===== src/rtl/mem_access_unit.sv =====
// ---------------------------------------------------------------------------
// mem_access_unit
// MEM stage of the 5-stage MIPS-32 pipeline, sitting between EX_MEM and
// MEM_WB. Issues loads and stores over a req/ack data-memory port, aligns
// and extends load data, and stalls the upstream stages while an access is
// outstanding. Produces the bundle that MEM_WB registers.
//
// Ports
//   clock, reset_n      pipeline clock (rising edge), async active-low reset
//   inValid             EX_MEM bundle valid
//   aluResult[31:0]     effective address / ALU result
//   writeData[31:0]     store data (rt)
//   muxInst[4:0]        destination register
//   WB[1:0]             {RegWrite, MemtoReg}
//   memRead, memWrite   load / store (both set is treated as a load)
//   memSize[1:0]        00 byte, 01 half, 10/11 word
//   memUnsigned         zero-extend loads
//   stall               hold EX_MEM and earlier stages
//   dmem_*              data-memory request port (word address, byte enables)
//   readDataOut[31:0]   aligned/extended load data
//   aluResultOut, muxInstOut, WBOut, outValid   registered bundle to MEM_WB
//   misalign, busErr    1-cycle fault pulses
// ---------------------------------------------------------------------------
module mem_access_unit #(
   parameter int TIMEOUT = 16
) (
   input  logic        clock,
   input  logic        reset_n,
   input  logic        inValid,
   input  logic [31:0] aluResult,
   input  logic [31:0] writeData,
   input  logic [4:0]  muxInst,
   input  logic [1:0]  WB,
   input  logic        memRead,
   input  logic        memWrite,
   input  logic [1:0]  memSize,
   input  logic        memUnsigned,
   output logic        stall,
   output logic        dmem_req,
   output logic        dmem_we,
   output logic [31:0] dmem_addr,
   output logic [3:0]  dmem_be,
   output logic [31:0] dmem_wdata,
   input  logic [31:0] dmem_rdata,
   input  logic        dmem_ack,
   output logic [31:0] readDataOut,
   output logic [31:0] aluResultOut,
   output logic [4:0]  muxInstOut,
   output logic [1:0]  WBOut,
   output logic        outValid,
   output logic        misalign,
   output logic        busErr
);

   localparam int CW = $clog2(TIMEOUT + 1);
   localparam logic [CW-1:0] TMO_LAST = CW'(TIMEOUT - 1);

   localparam logic [0:0] IDLE = 1'b0;
   localparam logic [0:0] BUSY = 1'b1;

   logic [0:0]    state;
   logic [CW-1:0] tmo_count;

   // Bundle captured when an access is launched, replayed on completion
   logic [31:0] cap_alu;
   logic [4:0]  cap_inst;
   logic [1:0]  cap_wb;
   logic        cap_load;
   logic [1:0]  cap_size;
   logic        cap_unsigned;

   logic        mem_op;
   logic        is_store;
   logic        misaligned_in;
   logic [3:0]  be_in;
   logic [31:0] wdata_in;
   logic [31:0] rdata_shift;
   logic [31:0] load_data;

   assign stall    = (state == BUSY);
   assign mem_op   = memRead | memWrite;
   assign is_store = memWrite & ~memRead;

   // Alignment check, byte enables and lane-replicated store data for the
   // incoming instruction; size 11 behaves exactly like a word.
   always_comb begin
      misaligned_in = 1'b0;
      be_in         = 4'b1111;
      wdata_in      = writeData;
      case (memSize)
         2'b00: begin
            be_in    = 4'b0001 << aluResult[1:0];
            wdata_in = {4{writeData[7:0]}};
         end
         2'b01: begin
            misaligned_in = aluResult[0];
            be_in         = 4'b0011 << {aluResult[1], 1'b0};
            wdata_in      = {2{writeData[15:0]}};
         end
         default: begin
            misaligned_in = |aluResult[1:0];
         end
      endcase
   end

   // Little-endian lane select: shifting by the byte offset brings the
   // addressed byte/half down to bit 0 (halves are aligned, so a[0]=0).
   always_comb begin
      rdata_shift = dmem_rdata >> {cap_alu[1:0], 3'b000};
      load_data   = dmem_rdata;
      case (cap_size)
         2'b00:   load_data = cap_unsigned ? {24'h0, rdata_shift[7:0]}
                                           : {{24{rdata_shift[7]}}, rdata_shift[7:0]};
         2'b01:   load_data = cap_unsigned ? {16'h0, rdata_shift[15:0]}
                                           : {{16{rdata_shift[15]}}, rdata_shift[15:0]};
         default: load_data = dmem_rdata;
      endcase
   end

   // Main sequencer. IDLE either passes the bundle straight through, drops a
   // misaligned access, or launches a memory access. BUSY waits for the ack
   // or gives up after TIMEOUT cycles; the request and its address/enables
   // stay registered until the cycle after the ack.
   always_ff @(posedge clock or negedge reset_n) begin
      if (!reset_n) begin
         state        <= IDLE;
         tmo_count    <= '0;
         cap_alu      <= '0;
         cap_inst     <= '0;
         cap_wb       <= '0;
         cap_load     <= 1'b0;
         cap_size     <= '0;
         cap_unsigned <= 1'b0;
         dmem_req     <= 1'b0;
         dmem_we      <= 1'b0;
         dmem_addr    <= '0;
         dmem_be      <= '0;
         dmem_wdata   <= '0;
         readDataOut  <= '0;
         aluResultOut <= '0;
         muxInstOut   <= '0;
         WBOut        <= '0;
         outValid     <= 1'b0;
         misalign     <= 1'b0;
         busErr       <= 1'b0;
      end else begin
         misalign <= 1'b0;
         busErr   <= 1'b0;
         case (state)
            IDLE: begin
               dmem_req <= 1'b0;
               if (!inValid) begin
                  outValid <= 1'b0;
                  WBOut    <= 2'b00;
               end else if (!mem_op) begin
                  outValid     <= 1'b1;
                  aluResultOut <= aluResult;
                  muxInstOut   <= muxInst;
                  WBOut        <= WB;
                  readDataOut  <= '0;
               end else if (misaligned_in) begin
                  outValid     <= 1'b1;
                  aluResultOut <= aluResult;
                  muxInstOut   <= muxInst;
                  WBOut        <= 2'b00;
                  readDataOut  <= '0;
                  misalign     <= 1'b1;
               end else begin
                  outValid     <= 1'b0;
                  WBOut        <= 2'b00;
                  state        <= BUSY;
                  tmo_count    <= '0;
                  cap_alu      <= aluResult;
                  cap_inst     <= muxInst;
                  cap_wb       <= WB;
                  cap_load     <= memRead;
                  cap_size     <= memSize;
                  cap_unsigned <= memUnsigned;
                  dmem_req     <= 1'b1;
                  dmem_we      <= is_store;
                  dmem_addr    <= {aluResult[31:2], 2'b00};
                  dmem_be      <= be_in;
                  dmem_wdata   <= wdata_in;
               end
            end
            default: begin
               if (dmem_ack) begin
                  dmem_req     <= 1'b0;
                  state        <= IDLE;
                  outValid     <= 1'b1;
                  aluResultOut <= cap_alu;
                  muxInstOut   <= cap_inst;
                  WBOut        <= cap_wb;
                  readDataOut  <= cap_load ? load_data : 32'h0;
               end else if (tmo_count == TMO_LAST) begin
                  dmem_req     <= 1'b0;
                  state        <= IDLE;
                  outValid     <= 1'b1;
                  aluResultOut <= cap_alu;
                  muxInstOut   <= cap_inst;
                  WBOut        <= 2'b00;
                  readDataOut  <= '0;
                  busErr       <= 1'b1;
               end else begin
                  outValid  <= 1'b0;
                  WBOut     <= 2'b00;
                  tmo_count <= tmo_count + 1'b1;
               end
            end
         endcase
      end
   end

endmodule


===== config.mk =====
export PLATFORM = sky130hd
export DESIGN_NAME = mem_access_unit
export DESIGN_NICKNAME = d
export VERILOG_FILES = /design/src/rtl/mem_access_unit.sv
export SDC_FILE = /design/constraint.sdc
export NUM_CORES = 1
export LEC_CHECK = 0
export CAP_MARGIN = 10
export CORE_MARGIN = 10
export CORE_UTILIZATION = 30
export CTS_BUF_LIST = sky130_fd_sc_hd__clkbuf_4
export DETAILED_ROUTE_END_ITERATION = 7
export PLACE_DENSITY = 0.62
export SETUP_SLACK_MARGIN = 0.15
export SLEW_MARGIN = 5
export SYNTH_ARGS = -nofsm -noshare
export SYNTH_HDL_FRONTEND = slang
export SYNTH_SLANG_ARGS = --single-unit

===== constraint.sdc =====
create_clock -name clock -period 2.3 [get_ports clock]
set_input_delay 0.46 -clock clock [delete_from_list [all_inputs] [get_ports clock]]
set_output_delay 0.46 -clock clock [all_outputs]
set_load 0.1 [all_outputs]

==> impl_metrics.yaml <==
clock_network:
  htreeDepth: 4
  clk_latency_ns: 0.55
  cts_tree: "yes"
  cts_buffers: 17
  clock-root-buffer: "clkbuf_4"
  cts_max_path_buffers: 2
  clock_sink_count: 161
  path_clk_slew_ns: 0.16
timing:
  worst_pin_slew_ns: 1.081
  skew_ns: 0.03238
  slew_violations: 0
  rsz0062_at_grt: "false"
  setup_viol_count_final: 0
  period_share_pct: 90.85
  hold_ws_ns: 0.3890
  relSlewSlack_pct: 27.68
  fin_crit_ns: 2.089
  finalHoldViolations: 0
  clock.fmax_ghz: 0.4786
grt:
  grt_pass1_vias: 6049
  grt_pass1_wl_um: 35600
  antenna_found_initial: 4
  grtUsageTotal_pct: 14.26
  grt_max_degree: 76
  gr-total-overflow: 0
logic_synthesis:
  async_reset_ff_share_pct: 100.0
  synth.distinct_cells: 44
  yosysSeqAreaShare_pct: 53.46
  synthesis.area_mm2: 0.007536
  ys.flop_type: "dfrtp_1"
  synth_edf_count: 0
  ys.warnings.count: 0
  ys_ff_latch: 161
  synth_cells: 676
  syn_avg_cell_area_um2: 11.15
layout:
  fin_nets: 1033
  fill_cells: 2391
  final_cell_count_no_fill: 1259
  final_area_mm2: 0.01044
  syn2layout_area_growth_pct: 38.54
  drive_gt1_share_pct: 29.72
place:
  place.gp.congestion: 0.7962
  placed_area_mm2: 0.01007
  io_buffers: 254
  dpl.cell_count: 1218
  hpwl_um: 17220
power:
  power_frac_comb_pct: 57.2
  power.density_mw_per_mm2: 1255
  p_sw_share_pct: 55.73
  power_frac_clock_pct: 12.5
  peakVddDrop_mv: 0.7249
  p_sw_uw: 7303
  p_leak_uw: 0.004894
  p_int_uw: 5800
  power_frac_seq_pct: 30.3
  p_total_uw: 13100
drt:
  drc: 0
  vias: 5907
  ant_nets: 0
  wl_per_cell_um: 18.62
  drtIter0Drc: 391
  dr.pass1.iters: 6
  wirelength_um: 23440
  vias_per_cell: 4.692
min_path:
  hp-class: "in -> async"
critical_path:
  critPathKind: "reg -> reg"
  crit_start: "stall"
  cp.required_ns: 2.75
  end_kind: "flip-flop"
  arrival_ns: 2.54
  critPathLaunchType: "flip-flop"
  critical_path_peak_fanout: 5
  r2r-start: "stall"
floorplan:
  fp.dieH_um: 178.5
  die_width_um: 178.5
  boundaryPins: 257
  coreArea_mm2: 0.02453
  row_count: 57
  die_area_mm2: 0.03186
  start_util_pct: 30.72
run_status:
  status: "finished, final reports clean"
flow_run:
  cap_violations: 0
-- cell usage in the layout (no fill, tap or decap), types with 14 or more instances in the layout --
cell	n
a21oi_1	19
clkbuf_4	19
buf_4	182
dfrtp_1	160
mux2_2	25
mux2i_1	69
mux2_4	26
nor2_1	15
a221o_1	16
clkdlybuf4s50_1	110
nand2_1	96
o21ai_0	87
nand3_1	14
-- power groups by stage --
| stage | sequential [uW] | combinational [uW] | clock [uW] |
|---|---|---|---|
| 2_1_floorplan | 7350 | 2520 | 0 |
| 3_3_place_gp | 4010 | 7470 | 0 |
| 3_5_place_dp | 4020 | 7510 | 0 |
| 4_1_cts | 3980 | 7520 | 1730 |
| 5_1_grt | 4070 | 7800 | 1830 |
| 6_report | 3960 | 7500 | 1640 |
-- Yosys cell counts, types with 2 or more instances --
| library cell | count | share of area [%] |
|---|---|---|
| inv_1 | 6 | 0.30 |
| o21a_1 | 2 | 0.20 |
| buf_6 | 7 | 1.0 |
| a221o_1 | 16 | 2.1 |
| mux2_2 | 25 | 3.7 |
| or3_1 | 3 | 0.25 |
| o2bb2ai_1 | 8 | 0.93 |
| a32o_1 | 2 | 0.27 |
| and2_1 | 2 | 0.17 |
| nand2b_1 | 9 | 0.75 |
| nand3_1 | 14 | 0.93 |
| a22oi_1 | 8 | 0.80 |
| mux2_4 | 26 | 5.2 |
| dfrtp_1 | 161 | 53 |
| nor2b_1 | 5 | 0.42 |
| o21ai_0 | 87 | 5.8 |
| nor3_1 | 2 | 0.13 |
| buf_1 | 3 | 0.15 |
| nor2_1 | 15 | 0.75 |
| or4_1 | 2 | 0.20 |
| nand2_1 | 96 | 4.8 |
| buf_2 | 6 | 0.40 |
| buf_4 | 32 | 3.2 |
| and3_1 | 2 | 0.17 |
| a21oi_1 | 19 | 1.3 |
| clkbuf_1 | 31 | 1.5 |
| ha_1 | 2 | 0.33 |
| mux2i_1 | 69 | 9.2 |
-- layer usage --
metal / vias to the layer above / wire length, um / GRT usage (%) / part of all wire [%]
li1: 2843 / - / - / -
met1: 2855 / 10230 / 17.88 / 44
met2: 187 / 10950 / 22.36 / 47
met3: 18 / 1953 / 5.560 / 8.3
met4: 4 / 267 / 4.030 / 1.1
met5: - / 34 / 0 / 0.15
-- registers in the layout (all words and copies together), names as in the netlist, 2 cells and up --
register / flops
cap_size: 2
cap_inst: 5
WBOut: 2
tmo_count: 5
dmem_be: 4
aluResultOut: 32
dmem_wdata: 32
muxInstOut: 5
cap_wb: 2
readDataOut: 32
cap_alu: 31
-- final cells by class --
cell class | instances | area [um^2] | area share [%]
inverters | 6 | 22.52 | 0.2157
clock buffers | 19 | 142.6 | 1.366
diodes | 3 | 7.507 | 0.07191
well taps | 324 | 405.4 | 3.883
flip-flops and latches | 161 | 4033 | 38.63
clock inverters | 13 | 111.4 | 1.067
multi-input cells | 430 | 3029 | 29.01
repair buffers | 303 | 2689 | 25.76
-- worst max-delay path, stage by stage, from the launching register on --
cell and delay [ns]:
dfrtp_4 0.54, or4b_1 0.52, o311a_4 0.19, buf_4 0.16, buf_4 0.13, buf_4 0.13, a221o_1 0.34
-- final timing paths --
kind                                   endpoint  slack, ns  cells after the start
worst min register to register  aluResultOut[8]       0.49                      2
worst max-delay path            readDataOut[23]       0.21                      6
worst min-delay path            readDataOut[26]       0.39                      2
worst max register to register  readDataOut[23]       0.21                      6
max in group asynchronous            cap_alu[8]       1.19                      3
min in group clock              aluResultOut[8]       0.49                      2
-- metrics by stage --
| stage | setup slack (ns) | TNS [ns] | util, % |
|---|---|---|---|
| 2_1_floorplan | 0.1711 | 0 | - |
| 3_5_place_dp | -0.1576 | -9.348 | 41.06 |
| 3_3_place_gp | -0.1375 | -8.774 | 41.06 |
| 4_1_cts | 0.09847 | 0 | 42.22 |
| 5_1_grt | 0.1692 | 0 | 42.53 |
| 6_report | 0.2105 | 0 | 42.55 |
-- timing repair --
action                                 4_1_cts  5_1_grt
hold buffers                                 1        0
gates cloned                                 0        1
setup endpoints to repair                   33       35
resized for setup                            5        3
setup buffers                                0        4
pin swaps                                    0        1
endpoints found under the hold margin       43        0
-- kinds of logic after synthesis --
family	Yosys count	share of synthesized area, %
AOI/OAI and AO/OA	150	12.22
DFF	161	53.46
muxes	120	18.08
other	1	0.04976
and+or+nand+nor	156	9.165
buffers and inverters	86	6.691
adders and majority gates	2	0.3320
No activity file was read; power rests on OpenSTA's default activity.
==> RTL edit: new RTL, config.mk and constraints unchanged <==
Make the reset (`reset_n`) synchronous in one clocked block. Comments in the files are not updated.
--- a/src/rtl/mem_access_unit.sv
+++ b/src/rtl/mem_access_unit.sv
@@ -122,5 +122,5 @@
    // or gives up after TIMEOUT cycles; the request and its address/enables
    // stay registered until the cycle after the ack.
-   always_ff @(posedge clock or negedge reset_n) begin
+   always_ff @(posedge clock) begin
       if (!reset_n) begin
          state        <= IDLE;
Behaviour: differs if reset_n is asserted again (counterexample within 4 cycles, from zero or initial values and one cycle with reset_n low); with reset_n held inactive, the same outputs for 4 cycles.
==> RTL edit against the unedited design <==
- wire length up 10%
- worst setup slack lost 92 ps
- synthesized area down 5.1%
- final area shrank 1.5%
- sequential cell count unchanged
- non-clock buffer count is 17 higher
- global-route usage is 1.6 points higher
- critical path type unchanged
Power is not compared: it rests on default switching activity, and its combinational part moved more than twofold at a synthesized area within 25%.
==> RTL edit: results (changes against the unedited design) <==
| Metric | Value |
|---|---|
| Drt pass-1 iters | `5 (-1)` |
| RePlAce Congestion | `0.8283 (+4.0%)` |
| Setup Skew | `27.71 ps (-4.678 ps)` |
| All-layer global routing usage | `0.1586 (+0.01599)` |
| Non-clock buffer contribution to total cell area | `0.2841 (+0.02656)` |
| Grt met1 use | `0.1916 (+0.01279)` |
| Inverter count | `5 (-1)` |
| Routed via count divided by cell count | `4.986 (+6.3%)` |
| Nets | `1152 (+12%)` |
| Met2 Track Usage GR | `0.2607 (+0.03713)` |
| Status | `completed` |
| Post-synth ARST share | `0 (-1.000)` |
| #MultiIn Comb | `533 (+24%)` |
| Detailed placer's ending HPWL | `18700 um (+8.6%)` |
| Routed wl met3 | `2067 um (+5.8%)` |
| Total routed wirelength | `25850 um (+10%)` |
| Hold_buf cts | `0 (-1)` |
| Clock network area share | `0.02810 (+0.003766)` |
| Wire length of the first global-routing pass | `38620 um (+8.5%)` |
| Total routed wire length on the met1 layer | `11230 um (+9.8%)` |
| Via count of the first global-routing pass | `6661 (+10%)` |
| Worst hold-check path type | `input port to flip-flop` |
| Layout area overhead | `43.82%` |
| Die width | `174.4 um (-2.3%)` |
| Most frequently used flop master after synthesis | `dfxtp_1` |
| Most used standard cells in the synthesized netlist | `dfxtp_1, nand2_1, a21oi_1` |
| Fraction of layout instances using a drive strength above 1 | `0.2457 (-0.05150)` |
| Total of plain and repair buffers excluding clock buffers | `320 (+5.6%)` |
| Count of inserted antenna diode cells | `2 (-1)` |
| Filler Cells Inserted | `2326 (-2.7%)` |
| Total area of sequential cells | `3227 um^2 (-20%)` |
| Largest cells by area after synthesis | `dfxtp_1, mux2i_1, nand2_1` |
| Clock Pin Slew Worst Setup and Hold Paths | `130 ps (-30 ps)` |
| Number of violations reported at the end of detailed-routing iteration 0 | `489 (+25%)` |
| Largest net degree at the start of global routing | `110 (+45%)` |
| Post-cts gate resize count | `8 (+3)` |
| Source-to-sink clock delay at the later pin of the worst-skew pair | `540 ps` |
| Highest layer used for signal routing | `met4` |
| Count of buffers from port buffering | `254 (unchanged)` |
| Routing usage on met3 | `0.06111 (+0.005503)` |
| Number of distinct library cells after synthesis | `47 (+6.8%)` |
| Largest delay contributor family on the critical path | `simple AND/OR/NAND/NOR gates` |
| Arrival time of the worst setup path | `2590 ps (+50 ps)` |
| CP peak stage delay | `440 ps (-100 ps)` |
| Clock buffer count in the final layout | `20 (+1)` |
| Critical-path cell with the highest stage delay | `or3b_4` |
[RTL edit: changes by cell type in the layout (fill, tap and decap cells not counted), sizes merged, moves of 19 or more]
| cell | delta |
|---|---|
| mux2 | -50 |
| o21ai | -56 |
| o211ai | +39 |
| nand2 | +38 |
| dfrtp | -161 |
| o31ai | +38 |
| dfxtp | +161 |
| a21oi | +46 |
| nor2 | +19 |
[RTL edit: per-stage QoR]
| stage | TNS (ps) | hold WS (ps) | instances | setup WS (ps) |
|---|---|---|---|---|
| floorplan | 0 | 436.0 | 802 | 130.6 |
| global placement | -6730 | 441.0 | 1330 | -195.0 |
| detailed placement | -10080 | 446.5 | 1330 | -217.1 |
| CTS | 0 | 310.1 | 1361 | 129.7 |
| global route | 0 | 345.2 | 1371 | 85.11 |
| finish | 0 | 376.2 | 1371 | 118.1 |
[RTL edit: worst paths after layout]
kind	cells after the start	slack, ps	start	end
worst min register to register	2	470	cap_inst[2]$_SDFFE_PN0P_	cap_inst[2]$_SDFFE_PN0P_
worst max-delay path	9	120	tmo_count[1]$_SDFFE_PN0P_	aluResultOut[0]$_SDFFE_PN0P_
worst max register to register	9	120	tmo_count[1]$_SDFFE_PN0P_	aluResultOut[0]$_SDFFE_PN0P_
worst min-delay path	4	380	reset_n	misalign$_SDFF_PP0_
[RTL edit: kinds of logic (layout without fill, tap and decap cells)]
| kind of cell | after synthesis | after routing | synth area share |
|---|---|---|---|
| buffers and inverters | 108 | 356 | 0.07889 |
| and+or+nand+nor | 231 | 231 | 0.1445 |
| DFF | 161 | 161 | 0.4506 |
| adders and majority gates | 2 | 2 | 0.003498 |
| other | 1 | 4 | 0.0005242 |
| muxes | 63 | 63 | 0.09008 |
| AOI/OAI and AO/OA | 233 | 233 | 0.2295 |
| xor gates and xnor gates | 2 | 2 | 0.002449 |
